$ cat src/rtl/dac_tx.sv
`default_nettype none
//------------------------------------------------------------------------------
// Module      : dac_tx
// Description : Sample-stream transmitter for a parallel 8-bit DAC. Signed
//               samples arrive over valid/ready, queue in a small FIFO and are
//               presented on the DAC bus at each dac_clk falling edge.
//               Optional macro DAC_TX_OFFSET_BINARY_EN selects offset-binary
//               output coding (sample ^ 8'h80, midscale 8'h80); otherwise the
//               bus carries the two's-complement sample (midscale 8'h00).
// Revision    : 1.0 - initial release
//------------------------------------------------------------------------------
module dac_tx #(
   parameter int DIV_HALF   = 12,
   parameter int FIFO_DEPTH = 4
) (
   input  logic                                clk,
   input  logic                                rst_n,
   input  logic [7:0]                          s_data,
   input  logic                                s_valid,
   output logic                                s_ready,
   output logic [7:0]                          dac,
   output logic                                dac_clk,
   output logic                                underflow,
   output logic [$clog2(FIFO_DEPTH):0]         level
);

   localparam int CW = $clog2(DIV_HALF);
   localparam int AW = $clog2(FIFO_DEPTH);
   localparam int LW = AW + 1;

   localparam logic [CW-1:0] C_CNT_MAX = CW'(DIV_HALF - 1);
   localparam logic [LW-1:0] C_FULL    = LW'(FIFO_DEPTH);

`ifdef DAC_TX_OFFSET_BINARY_EN
   localparam logic [7:0] C_XOR_MASK = 8'h80;
   localparam logic [7:0] C_MIDSCALE = 8'h80;
`else
   localparam logic [7:0] C_XOR_MASK = 8'h00;
   localparam logic [7:0] C_MIDSCALE = 8'h00;
`endif

   logic [CW-1:0] cnt_q, cnt_d;
   logic          dac_clk_q, dac_clk_d;
   logic [7:0]    dac_q, dac_d;
   logic          underflow_q, underflow_d;
   logic          s_ready_q, s_ready_d;
   logic [LW-1:0] level_q, level_d;
   logic [AW-1:0] rd_ptr_q, rd_ptr_d;
   logic [AW-1:0] wr_ptr_q, wr_ptr_d;
   logic [7:0]    mem_q [FIFO_DEPTH];
   logic [7:0]    mem_d [FIFO_DEPTH];

   logic w_update;
   logic w_push;
   logic w_pop;

   // Divider, update-event detection, FIFO bookkeeping and output staging
   always_comb begin
      cnt_d       = cnt_q + 1'b1;
      dac_clk_d   = dac_clk_q;
      dac_d       = dac_q;
      underflow_d = 1'b0;
      rd_ptr_d    = rd_ptr_q;
      wr_ptr_d    = wr_ptr_q;
      level_d     = level_q;
      mem_d       = mem_q;

      if (cnt_q == C_CNT_MAX) begin
         cnt_d     = '0;
         dac_clk_d = ~dac_clk_q;
      end

      // The update event is the edge on which dac_clk falls
      w_update = (cnt_q == C_CNT_MAX) && dac_clk_q;
      w_pop    = w_update && (level_q != '0);
      w_push   = s_valid && s_ready_q;

      // A pushed sample is never bypassed to the bus: an event on an empty
      // FIFO underflows even if a push lands on the same edge
      if (w_update && (level_q == '0)) begin
         underflow_d = 1'b1;
      end

      if (w_pop) begin
         dac_d    = mem_q[rd_ptr_q] ^ C_XOR_MASK;
         rd_ptr_d = rd_ptr_q + 1'b1;
      end

      if (w_push) begin
         mem_d[wr_ptr_q] = s_data;
         wr_ptr_d        = wr_ptr_q + 1'b1;
      end

      if (w_push && !w_pop) begin
         level_d = level_q + 1'b1;
      end else if (w_pop && !w_push) begin
         level_d = level_q - 1'b1;
      end

      // Ready reflects room after this edge's push/pop have settled
      s_ready_d = (level_d < C_FULL);
   end

   // State registers; asynchronous reset discards all queued samples
   always_ff @(posedge clk or negedge rst_n) begin
      if (!rst_n) begin
         cnt_q       <= '0;
         dac_clk_q   <= 1'b0;
         dac_q       <= C_MIDSCALE;
         underflow_q <= 1'b0;
         s_ready_q   <= 1'b0;
         level_q     <= '0;
         rd_ptr_q    <= '0;
         wr_ptr_q    <= '0;
         for (int i = 0; i < FIFO_DEPTH; i++) begin
            mem_q[i] <= '0;
         end
      end else begin
         cnt_q       <= cnt_d;
         dac_clk_q   <= dac_clk_d;
         dac_q       <= dac_d;
         underflow_q <= underflow_d;
         s_ready_q   <= s_ready_d;
         level_q     <= level_d;
         rd_ptr_q    <= rd_ptr_d;
         wr_ptr_q    <= wr_ptr_d;
         mem_q       <= mem_d;
      end
   end

   assign s_ready   = s_ready_q;
   assign dac       = dac_q;
   assign dac_clk   = dac_clk_q;
   assign underflow = underflow_q;
   assign level     = level_q;

endmodule
`default_nettype wire

$ cat config.mk
export PLATFORM = sky130hd
export DESIGN_NAME = dac_tx
export DESIGN_NICKNAME = d
export VERILOG_FILES = /design/src/rtl/dac_tx.sv
export SDC_FILE = /design/constraint.sdc
export NUM_CORES = 1
export LEC_CHECK = 0
export CORE_ASPECT_RATIO = 0.9
export CORE_UTILIZATION = 40
export CTS_BUF_LIST = sky130_fd_sc_hd__clkbuf_8 sky130_fd_sc_hd__clkbuf_16
export DETAILED_ROUTE_END_ITERATION = 6
export PLACE_DENSITY = 0.61
export SKIP_LAST_GASP = 1
export SLEW_MARGIN = 20
export SYNTH_ARGS = -nofsm -noshare
export SYNTH_HDL_FRONTEND = slang
export SYNTH_SLANG_ARGS = --single-unit
$ cat constraint.sdc
create_clock -name clk -period 6.6 [get_ports clk]
set_input_delay 1.32 -clock clk [delete_from_list [all_inputs] [get_ports clk]]
set_output_delay 1.32 -clock clk [all_outputs]
set_load 0.02 [all_outputs]
==> qor.yml, run 1 <==
drt:
  wl_per_cell_um: 16.9
  drc: 0
  vias_per_cell: 5.11
  initialDrtViolationCount: 32
  via_count: 1329
  drtPass1Iterations: 4
  ant_nets: 0
  wirelength_mm: 4.38
critical_path:
  start_kind: "register"
  worst_setup_path_end_kind: "output pin"
  timing_worst_setup_path_type: "register to output pin"
  r2r-start: "cnt_q[0]"
  crit_family: "buffers and inverters"
  cp_cell_sequence: "clkdlybuf4s50_1"
  arrival_ns: 1.39
  cp.required_ns: 5.28
  regToRegSetupSlack_ns: 4.32
  reg2reg_depth: 7
  cp_num_buf_inv: 1
  cp_slowest_cell: "clkdlybuf4s50_1"
  slowest_delay_ns: 0.64
  crit_fanout: 5
worst_hold_path:
  min_path_type: "register to register"
  min_to: "cnt_q[0]"
  worstHoldPathCells: 1
  hp-start: "cnt_q[0]"
yosys:
  yosys-top-cells-area: "dfrtp_1, mux2_2, mux4_2"
  synthesis.nets: 182
  synthesis.area_um2: 2430
  synth_area_leader_cell: "dfrtp_1"
  synth.most_common_cell: "dfrtp_1"
  async_reset_ff_share_pct: 100
  synth_cell_type_count: 25
  synth_common_cells: "dfrtp_1, mux2_2, nand2_1, ha_1, mux4_2"
  avgSynthCellArea_um2: 15.1
  ys_warn_count: 0
  synth_cells: 161
  ys_seq_elements: 54
  synth_top_area_share_pct: 55.7
  ys_seq_area_share_pct: 55.7
  synth_ff_type: "dfrtp_1"
  synth-edff-count: 0
timing:
  drv_slew: 0
  finalHoldViolations: 0
  period_minus_slack_ns: 2.71
  rsz0062_at_grt: "false"
  relSlewSlack_pct: 54.6
  report.final.setup_viol: 0
  skew_ns: 0.00452
  fmax_mhz: 369
  finalCritPeriodShare_pct: 41.0
  worst_slew_pin_slew_ns: 0.681
  timing.setup.tns_ns: 0
global_routing:
  grt_pass1_vias: 1356
  grt_overflow: 0
  grt_pass1_wl_mm: 7.01
  grt_use_total_pct: 15.0
  antenna_found_initial: 0
  grt_max_degree: 55
clock_network:
  cts_tree: "done"
  cts_root_buffer: "clkbuf_8"
  cts_resized: 0
  htreeDepth: 2
  cts_setup_buffers: 0
  clock_path_buffers: 2
  ctsHoldBuffers: 0
  clk_pin_slew_ns: 0.09
  clk_latency_ns: 0.30
  cts-buffers-inserted: 5
  cts.sinks: 54
final_layout:
  nets: 210
  n_antenna_cell: 0
  drive_above_1_share_pct: 31.6
  fin_util_pct: 49.2
  area_growth_pct: 16.7
floorplan:
  coreArea_um2: 5760
  io_pins: 25
  start_util_pct: 42.1
  die-area_um2: 6380
  fp.dieH_um: 75.9
  die_w_um: 84.1
  num_rows: 26
flow_run:
  drv_cap: 0
pwr:
  ir_worst_vdd_v: 0.000160
  p_leak_uw: 0.00126
  powerDensity_nw_per_um2: 434
placement:
  gp_congestion: 0.705
  port_buffers: 24
  dp_hpwl_mm: 2.91
outcome:
  status: "finished clean"
[cells by family (layout without fill, tap and decap cells)]
kind of cell | after synthesis | in the layout | synth area share [%]
fa+ha+maj | 10 | 10 | 5.16
compound gates | 7 | 7 | 2.11
mux | 50 | 50 | 28.0
simple gates | 22 | 22 | 4.38
flops | 54 | 54 | 55.7
buf+inv | 12 | 41 | 2.53
xor+xnor | 6 | 6 | 2.17
[layout make-up]
cell class	instances	area, um2
multi-input cells	95	1010
clock inverters	3	37.5
inverters	8	30.0
well taps	70	87.6
clock buffers	5	68.8
repair buffers	25	243
flip-flops and latches	54	1350
fillers	498	2930
[metal layers]
metal / routed length (um) / global-route usage, % / vias to the layer above
met3: 109 / 3.36 / 9
met4: 86 / 6.51 / 0
li1: - / - / 622
met5: 0 / 0 / -
met1: 2080 / 19.6 / 679
met2: 2110 / 24.6 / 19
[through the flow]
step / cell area, um2 / cells / hold WS (ns) / power [uW] / setup WS, ns
after CTS: 2830 / 260 / 0.498 / 1250 / 3.87
after global routing: 2830 / 260 / 0.519 / 1310 / 3.84
after floorplan: 2430 / 161 / 0.428 / 878 / 4.19
after global placement: 2730 / 252 / 0.446 / 1000 / 3.68
after detailed placement: 2730 / 252 / 0.478 / 1030 / 3.61
final: 2830 / 260 / 0.502 / 1230 / 3.89
[worst max path at each step]
| stage | endpoint | slack [ns] | cells after the start |
|---|---|---|---|
| after floorplan | register | 4.19 | 6 |
| after global placement | register | 3.68 | 7 |
| after detailed placement | register | 3.61 | 7 |
| after CTS | level[2] | 3.87 | 1 |
| after global routing | level[2] | 3.84 | 1 |
| final | level[2] | 3.89 | 1 |
[state kept, by name, indices dropped and copies added (netlist names), named ones only]
register,cells
cnt_q,4
underflow,1
wr_ptr_q,2
dac_clk,1
mem_q,32
s_ready,1
dac,8
rd_ptr_q,2
level,2
[power by group]
part	leakage [uW]	total (uW)	internal [uW]	switching, uW
clock	0.0000607	213	111	103
combinational	0.000537	442	276	166
sequential	0.000657	573	472	101
[cell usage in the layout, fill, tap and decap left out]
master	synthesis	final
a21o_2	1	1
a221o_1	1	1
a22o_1	2	2
and3_4	1	1
and3b_1	1	1
buf_2	1	1
buf_4	0	1
bufinv_16	0	1
clkbuf_8	0	5
clkdlybuf4s50_1	0	23
dfrtp_1	54	54
ha_1	10	10
inv_1	7	9
inv_2	1	1
mux2_2	34	34
mux2_4	7	7
mux2i_1	1	1
mux4_2	8	8
nand2_1	11	11
nand2b_1	1	1
nand4_1	1	1
nor2_1	5	5
nor2b_1	1	1
nor3b_1	1	1
o21ai_0	3	3
xnor2_1	4	4
xor2_1	2	2
No activity file was read; power rests on OpenSTA's default activity.
==> run 2: changes to the inputs <==
==> constraint.sdc (replaced) <==
create_clock -name clk -period 2.5 [get_ports clk]
set_input_delay 0.5 -clock clk [delete_from_list [all_inputs] [get_ports clk]]
set_output_delay 0.5 -clock clk [all_outputs]
set_load 0.02 [all_outputs]
==> run 2 against run 1 <==
Count of clock-buffer cells in the layout grew 1. Wire length shrank 2.3%. Cell area grew 1.7%. Sequential share of layout area shrank 0.81 points. Cell count is the same. Highest routed layer unchanged. Critical path type is now register to register. Register-to-register slack lost 4.0 ns. Clock power grew to 3.3 times the previous value. Combinational power grew to 2.7 times the previous value. Largest cell class unchanged. Total power grew to 2.8 times the previous value.
==> qor.yml, run 2 (synthesized netlist as in run 1, its figures left out) <==
outcome:
  status: "finished clean"
timing:
  skew_ns: 0.00516  # +0.000637 ns
  timing.setup.tns_ns: 0  # unchanged
  finalHoldViolations: 0  # unchanged
  relSlewSlack_pct: 57.9  # +3.3 points
  worst_slew_pin_slew_ns: 0.632  # -0.0491 ns
  rsz0062_at_grt: "false"
  period_minus_slack_ns: 2.23
  hold_ws_ns: 0.206  # -0.296 ns
  drv_slew: 0  # unchanged
  fmax_mhz: 449
  report.final.setup_viol: 0  # unchanged
  finalCritPeriodShare_pct: 89.1
  fin_ws_ns: 0.273  # -3.62 ns
final_layout:
  multiInputGateArea_um2: 1010  # unchanged
  filler_cell_count: 489  # -1.8%
  seqCellArea_um2: 1350  # unchanged
  drive_above_1_share_pct: 32.6  # +1.1 points
  layout_common_cells: "dfrtp_1, mux2_2, clkdlybuf4s50_1"
  layout_commonest_cell: "dfrtp_1"
  nets: 210  # unchanged
  largest_register_ff_count: 32  # unchanged
  fin_util_pct: 50.0  # +0.85 points
  largest_register: "mem_q"
  area_growth_pct: 18.7
  n_antenna_cell: 0  # unchanged
critical_path:
  cp.required_ns: 2.69  # -2.59 ns
  timing_worst_setup_path_type: "register to register"
  regToRegSetupSlack_ns: 0.27  # -4.05 ns
  slowest_delay_ns: 0.37  # -0.27 ns
  crit_top_cell: "ha_1"
  start_kind: "register"
  cp_slowest_cell: "dfrtp_1"
  crit_fanout: 11  # +6
  worst_setup_path_end_kind: "register"
  cp_num_buf_inv: 1  # unchanged
  arrival_ns: 2.42  # +1.03 ns
  cp_cell_sequence: "ha_1 > and3b_1 > and3_4 > inv_1 > ha_1 > a221o_1 > a22o_1"
  crit_family: "simple AND/OR/NAND/NOR gates"
clock_network:
  cts-buffers-inserted: 5  # unchanged
  htreeDepth: 2  # unchanged
  clk_latency_ns: 0.30  # about the same
  clock_path_buffers: 2  # unchanged
  cts_setup_buffers: 0  # unchanged
  ctsHoldBuffers: 0  # unchanged
  cts_root_buffer: "clkbuf_8"
  cts.sinks: 54  # unchanged
  clk_pin_slew_ns: 0.09  # about the same
  cts_resized: 0  # unchanged
  cts_tree: "done"
floorplan:
  io_pins: 25  # unchanged
  fp.dieH_um: 75.9  # unchanged
  coreArea_um2: 5760  # unchanged
  die-area_um2: 6380  # unchanged
  die_w_um: 84.1  # unchanged
  start_util_pct: 42.1  # unchanged
  num_rows: 26  # unchanged
pwr:
  ir_worst_vdd_v: 0.000461  # +190%
  powerDensity_nw_per_um2: 1180  # +170%
  p_leak_uw: 0.00127  # +1.2%
  total_power_uw: 3390  # +180%
drt:
  wl_per_cell_um: 16.5  # -2.3%
  vias_per_cell: 5.22  # +2.1%
  ant_nets: 0  # unchanged
  drc: 0  # unchanged
  wirelength_mm: 4.28  # -2.3%
  initialDrtViolationCount: 28  # -13%
  drtPass1Iterations: 4  # unchanged
  via_count: 1357  # +2.1%
flow_run:
  drv_cap: 0  # unchanged
placement:
  dp_hpwl_mm: 2.96  # +1.6%
  gp_congestion: 0.763  # +8.2%
  port_buffers: 24  # unchanged
  place_ws_ns: 0.275  # -3.34 ns
global_routing:
  grt_pass1_wl_mm: 7.13  # +1.8%
  grt_overflow: 0  # unchanged
  grt_pass1_vias: 1453  # +7.2%
  grt_use_total_pct: 15.0  # +0.044 points
  antenna_found_initial: 0  # unchanged
  grt_max_degree: 30  # -45%
worst_hold_path:
  min_path_type: "input pin to asynchronous set/reset pin"
run 2: cell types whose count changed in the layout (fill, tap and decap cells not counted):
cell       previous run  this run
inv_1                 9         7
buf_12                0         1
buf_4                 1         0
bufinv_16             1         2
clkbuf_8              5         6
run 2: path summary, 6_finish.rpt:
kind | end | startpoint | cells after the start
setup / recovery | register | cnt_q[0] | 7
min in group clk | cnt_q[0] | cnt_q[0] | 1
setup reg to reg | register | cnt_q[0] | 7
hold / removal | cnt_q[1] | rst_n | 1
hold reg to reg | cnt_q[0] | cnt_q[0] | 1
max in group asynchronous | mem_q[6] | rst_n | 2
run 2: layout make-up:
cell class              instances  share of cell area [%]
clock inverters                 2                    2.09
repair buffers                 25                    8.86
inverters                       8                    1.04
clock buffers                   6                    2.87
flip-flops and latches         54                    46.9
multi-input cells              95                    35.2
well taps                      70                    3.04
run 2: through the flow:
step	instances	instance area, um2
after floorplan	161	2430
after global placement	252	2740
after detailed placement	252	2740
after CTS	260	2880
after global routing	260	2880
final	260	2880
run 2: layer usage:
metal | vias up | GRT usage [%] | wire length (um)
met5 | - | 0 | 0
met4 | 0 | 4.02 | 42
met2 | 22 | 26.2 | 2080
li1 | 622 | - | -
met1 | 708 | 19.4 | 2030
met3 | 5 | 3.36 | 123
run 2: where the power goes:
| group | switching [uW] | total (uW) | internal (uW) |
|---|---|---|---|
| sequential | 264 | 1510 | 1250 |
| combinational | 445 | 1180 | 733 |
| clock | 275 | 701 | 427 |
==> run 3: changes to the inputs <==
--- a/config.mk
+++ b/config.mk
@@ -9,6 +9,7 @@
 export CORE_UTILIZATION = 40
 export CTS_BUF_LIST = sky130_fd_sc_hd__clkbuf_8 sky130_fd_sc_hd__clkbuf_16
 export DETAILED_ROUTE_END_ITERATION = 6
+export GPL_TIMING_DRIVEN = 0
 export PLACE_DENSITY = 0.61
 export SKIP_LAST_GASP = 1
 export SLEW_MARGIN = 20
==> run 3 against run 2 <==
First-iteration DRC count shrank 18%. Core utilization grew 0.24 points. Register-to-register slack lost 0.08 ns. Sequential power shrank 5%. Cell count grew 1.2%. Wire length grew 1.4%. Via count shrank 3.2%. Flip-flop and latch count is the same. Critical path depth grew 3. Global-route usage grew 0.44 points. Worst hold slack gained 0.015 ns. Clock power grew 0.9%. Critical path type unchanged.
==> qor.yml, run 3 (synthesized netlist as in run 1, its figures left out) <==
clock_network:
  htreeDepth: 2  # unchanged
  cts_resized: 0  # unchanged
  cts-buffers-inserted: 5  # unchanged
  cts_setup_buffers: 0  # unchanged
  clk_latency_ns: 0.30  # about the same
  cts.sinks: 54  # unchanged
  ctsHoldBuffers: 0  # unchanged
  cts_root_buffer: "clkbuf_8"
  cts_tree: "done"
  clk_pin_slew_ns: 0.10  # about the same
  clock_path_buffers: 2  # unchanged
pwr:
  p_leak_uw: 0.00128  # +0.70%
  clkPwrFrac_pct: 20.8  # about the same
  powerDensity_nw_per_um2: 1180  # -0.13%
  p_switching_uw: 990  # +0.63%
  pwr-share-seq_pct: 42.5  # -2.0 points
  combinationalPowerShare_pct: 36.8  # +2.0 points
  total_power_uw: 3400  # +0.35%
  p_int_uw: 2410  # +0.24%
  ir_worst_vdd_v: 0.000548  # +19%
  sw_frac_of_total_pct: 29.1  # +0.082 points
critical_path:
  cp.required_ns: 2.70  # about the same
  r2r-start: "cnt_q[0]"
  arrival_ns: 2.51  # +0.09 ns
  worst_setup_path_end_kind: "register"
  regToRegSetupSlack_ns: 0.19  # -0.08 ns
  start_kind: "register"
  timing_worst_setup_path_type: "register to register"
  crit_fanout: 10  # -1
  reg2reg_depth: 10  # +3
drt:
  ant_nets: 0  # unchanged
  via_count: 1314  # -3.2%
  drtPass1Iterations: 4  # unchanged
  drc: 0  # unchanged
  wl_per_cell_um: 16.5  # +0.24%
  wirelength_mm: 4.34  # +1.4%
  vias_per_cell: 5.00  # -4.3%
  initialDrtViolationCount: 23  # -18%
global_routing:
  antenna_found_initial: 0  # unchanged
  grt_pass1_wl_mm: 7.22  # +1.3%
  grt_overflow: 0  # unchanged
  grt_use_total_pct: 15.5  # +0.44 points
  grt_max_degree: 55  # +83%
  grt_pass1_vias: 1374  # -5.4%
timing:
  rsz0062_at_grt: "false"
  timing.setup.tns_ns: 0  # unchanged
  finalHoldViolations: 0  # unchanged
  drv_slew: 0  # unchanged
  finalCritPeriodShare_pct: 92.4  # +3.3 points
  fmax_mhz: 433  # -3.6%
  worst_slew_pin_slew_ns: 0.679  # +0.0470 ns
  relSlewSlack_pct: 54.7  # -3.1 points
  skew_ns: 0.00659  # +0.00144 ns
  period_minus_slack_ns: 2.31  # +0.0826 ns
  report.final.setup_viol: 0  # unchanged
final_layout:
  area_growth_pct: 19.3
  final_area_um2: 2890  # +0.48%
  layout_commonest_cell: "dfrtp_1"
  largest_register_ff_count: 32  # unchanged
  nets: 213  # +1.4%
  n_antenna_cell: 0  # unchanged
  drive_above_1_share_pct: 33.2  # +0.53 points
  fin_util_pct: 50.3  # +0.24 points
  layout_common_cells: "dfrtp_1, mux2_2, clkdlybuf4s50_1"
  largest_register: "mem_q"
floorplan:
  die_w_um: 84.1  # unchanged
  num_rows: 26  # unchanged
  fp.dieH_um: 75.9  # unchanged
  coreArea_um2: 5760  # unchanged
  start_util_pct: 42.1  # unchanged
  die-area_um2: 6380  # unchanged
  io_pins: 25  # unchanged
worst_hold_path:
  min_path_type: "input pin to asynchronous set/reset pin"
placement:
  dp_hpwl_mm: 2.85  # -3.6%
  port_buffers: 24  # unchanged
  place_area_um2: 2750  # +0.50%
  gp_congestion: 0.693  # -9.1%
flow_run:
  drv_cap: 0  # unchanged
outcome:
  status: "finished clean"
-- run 3: cell count changes in the layout (fill, tap and decap cells not counted) --
cell,delta
buf_6,+2
buf_12,-1
buf_4,+1
clkbuf_1,+1
-- run 3: per-layer routing --
layer  GRT usage [%]  wire [um]
met1            20.1       2090
met2            26.2       2100
met3            3.25         91
met4            5.75         63
met5               0          0
-- run 3: worst max path at each step --
stage	start	to	slack (ns)	depth (start not counted)
after floorplan	cnt_q[0]	register	0.35	10
after global placement	rst_n	dac[5]	-0.58	1
after detailed placement	cnt_q[0]	register	0.21	10
after CTS	cnt_q[0]	register	0.20	10
after global routing	cnt_q[0]	register	0.07	10
final	cnt_q[0]	register	0.19	10
-- run 3: power by group through the flow --
stage	clock network, uW	registers [uW]	logic [uW]
floorplan	0	1500	818
global placement	0	1430	1220
detailed placement	0	1460	1260
CTS	734	1440	1270
global route	768	1500	1360
finish	707	1440	1250
-- run 3: metrics by stage --
step | hold slack, ns | cells | worst slack [ns]
5_1_grt | 0.279 | 263 | 0.0722
3_3_place_gp | 0.443 | 255 | -0.578
6_report | 0.222 | 263 | 0.191
2_1_floorplan | 0.204 | 161 | 0.355
4_1_cts | 0.245 | 263 | 0.199
3_5_place_dp | 0.454 | 255 | 0.215
-- run 3: area by class of cell --
| cell class | count | area, um2 |
|---|---|---|
| fill | 489 | 2860 |
| sequential | 54 | 1350 |
| multi-input combinational | 95 | 1010 |
| timing repair buffer | 24 | 238 |
| tap | 70 | 87.6 |
| clock buffer | 6 | 82.6 |
| clock inverter | 2 | 60.1 |
| buffer | 4 | 31.3 |
| inverter | 8 | 30.0 |
-- run 3: critical path, stage by stage, from the launching register on --
cell and delay (ns):
dfrtp_1 0.41, ha_1 0.24, and3b_1 0.20, buf_6 0.12, and3_4 0.18, buf_6 0.16
inv_1 0.07, ha_1 0.22, nor2b_1 0.10, a221o_1 0.29, a22o_1 0.22
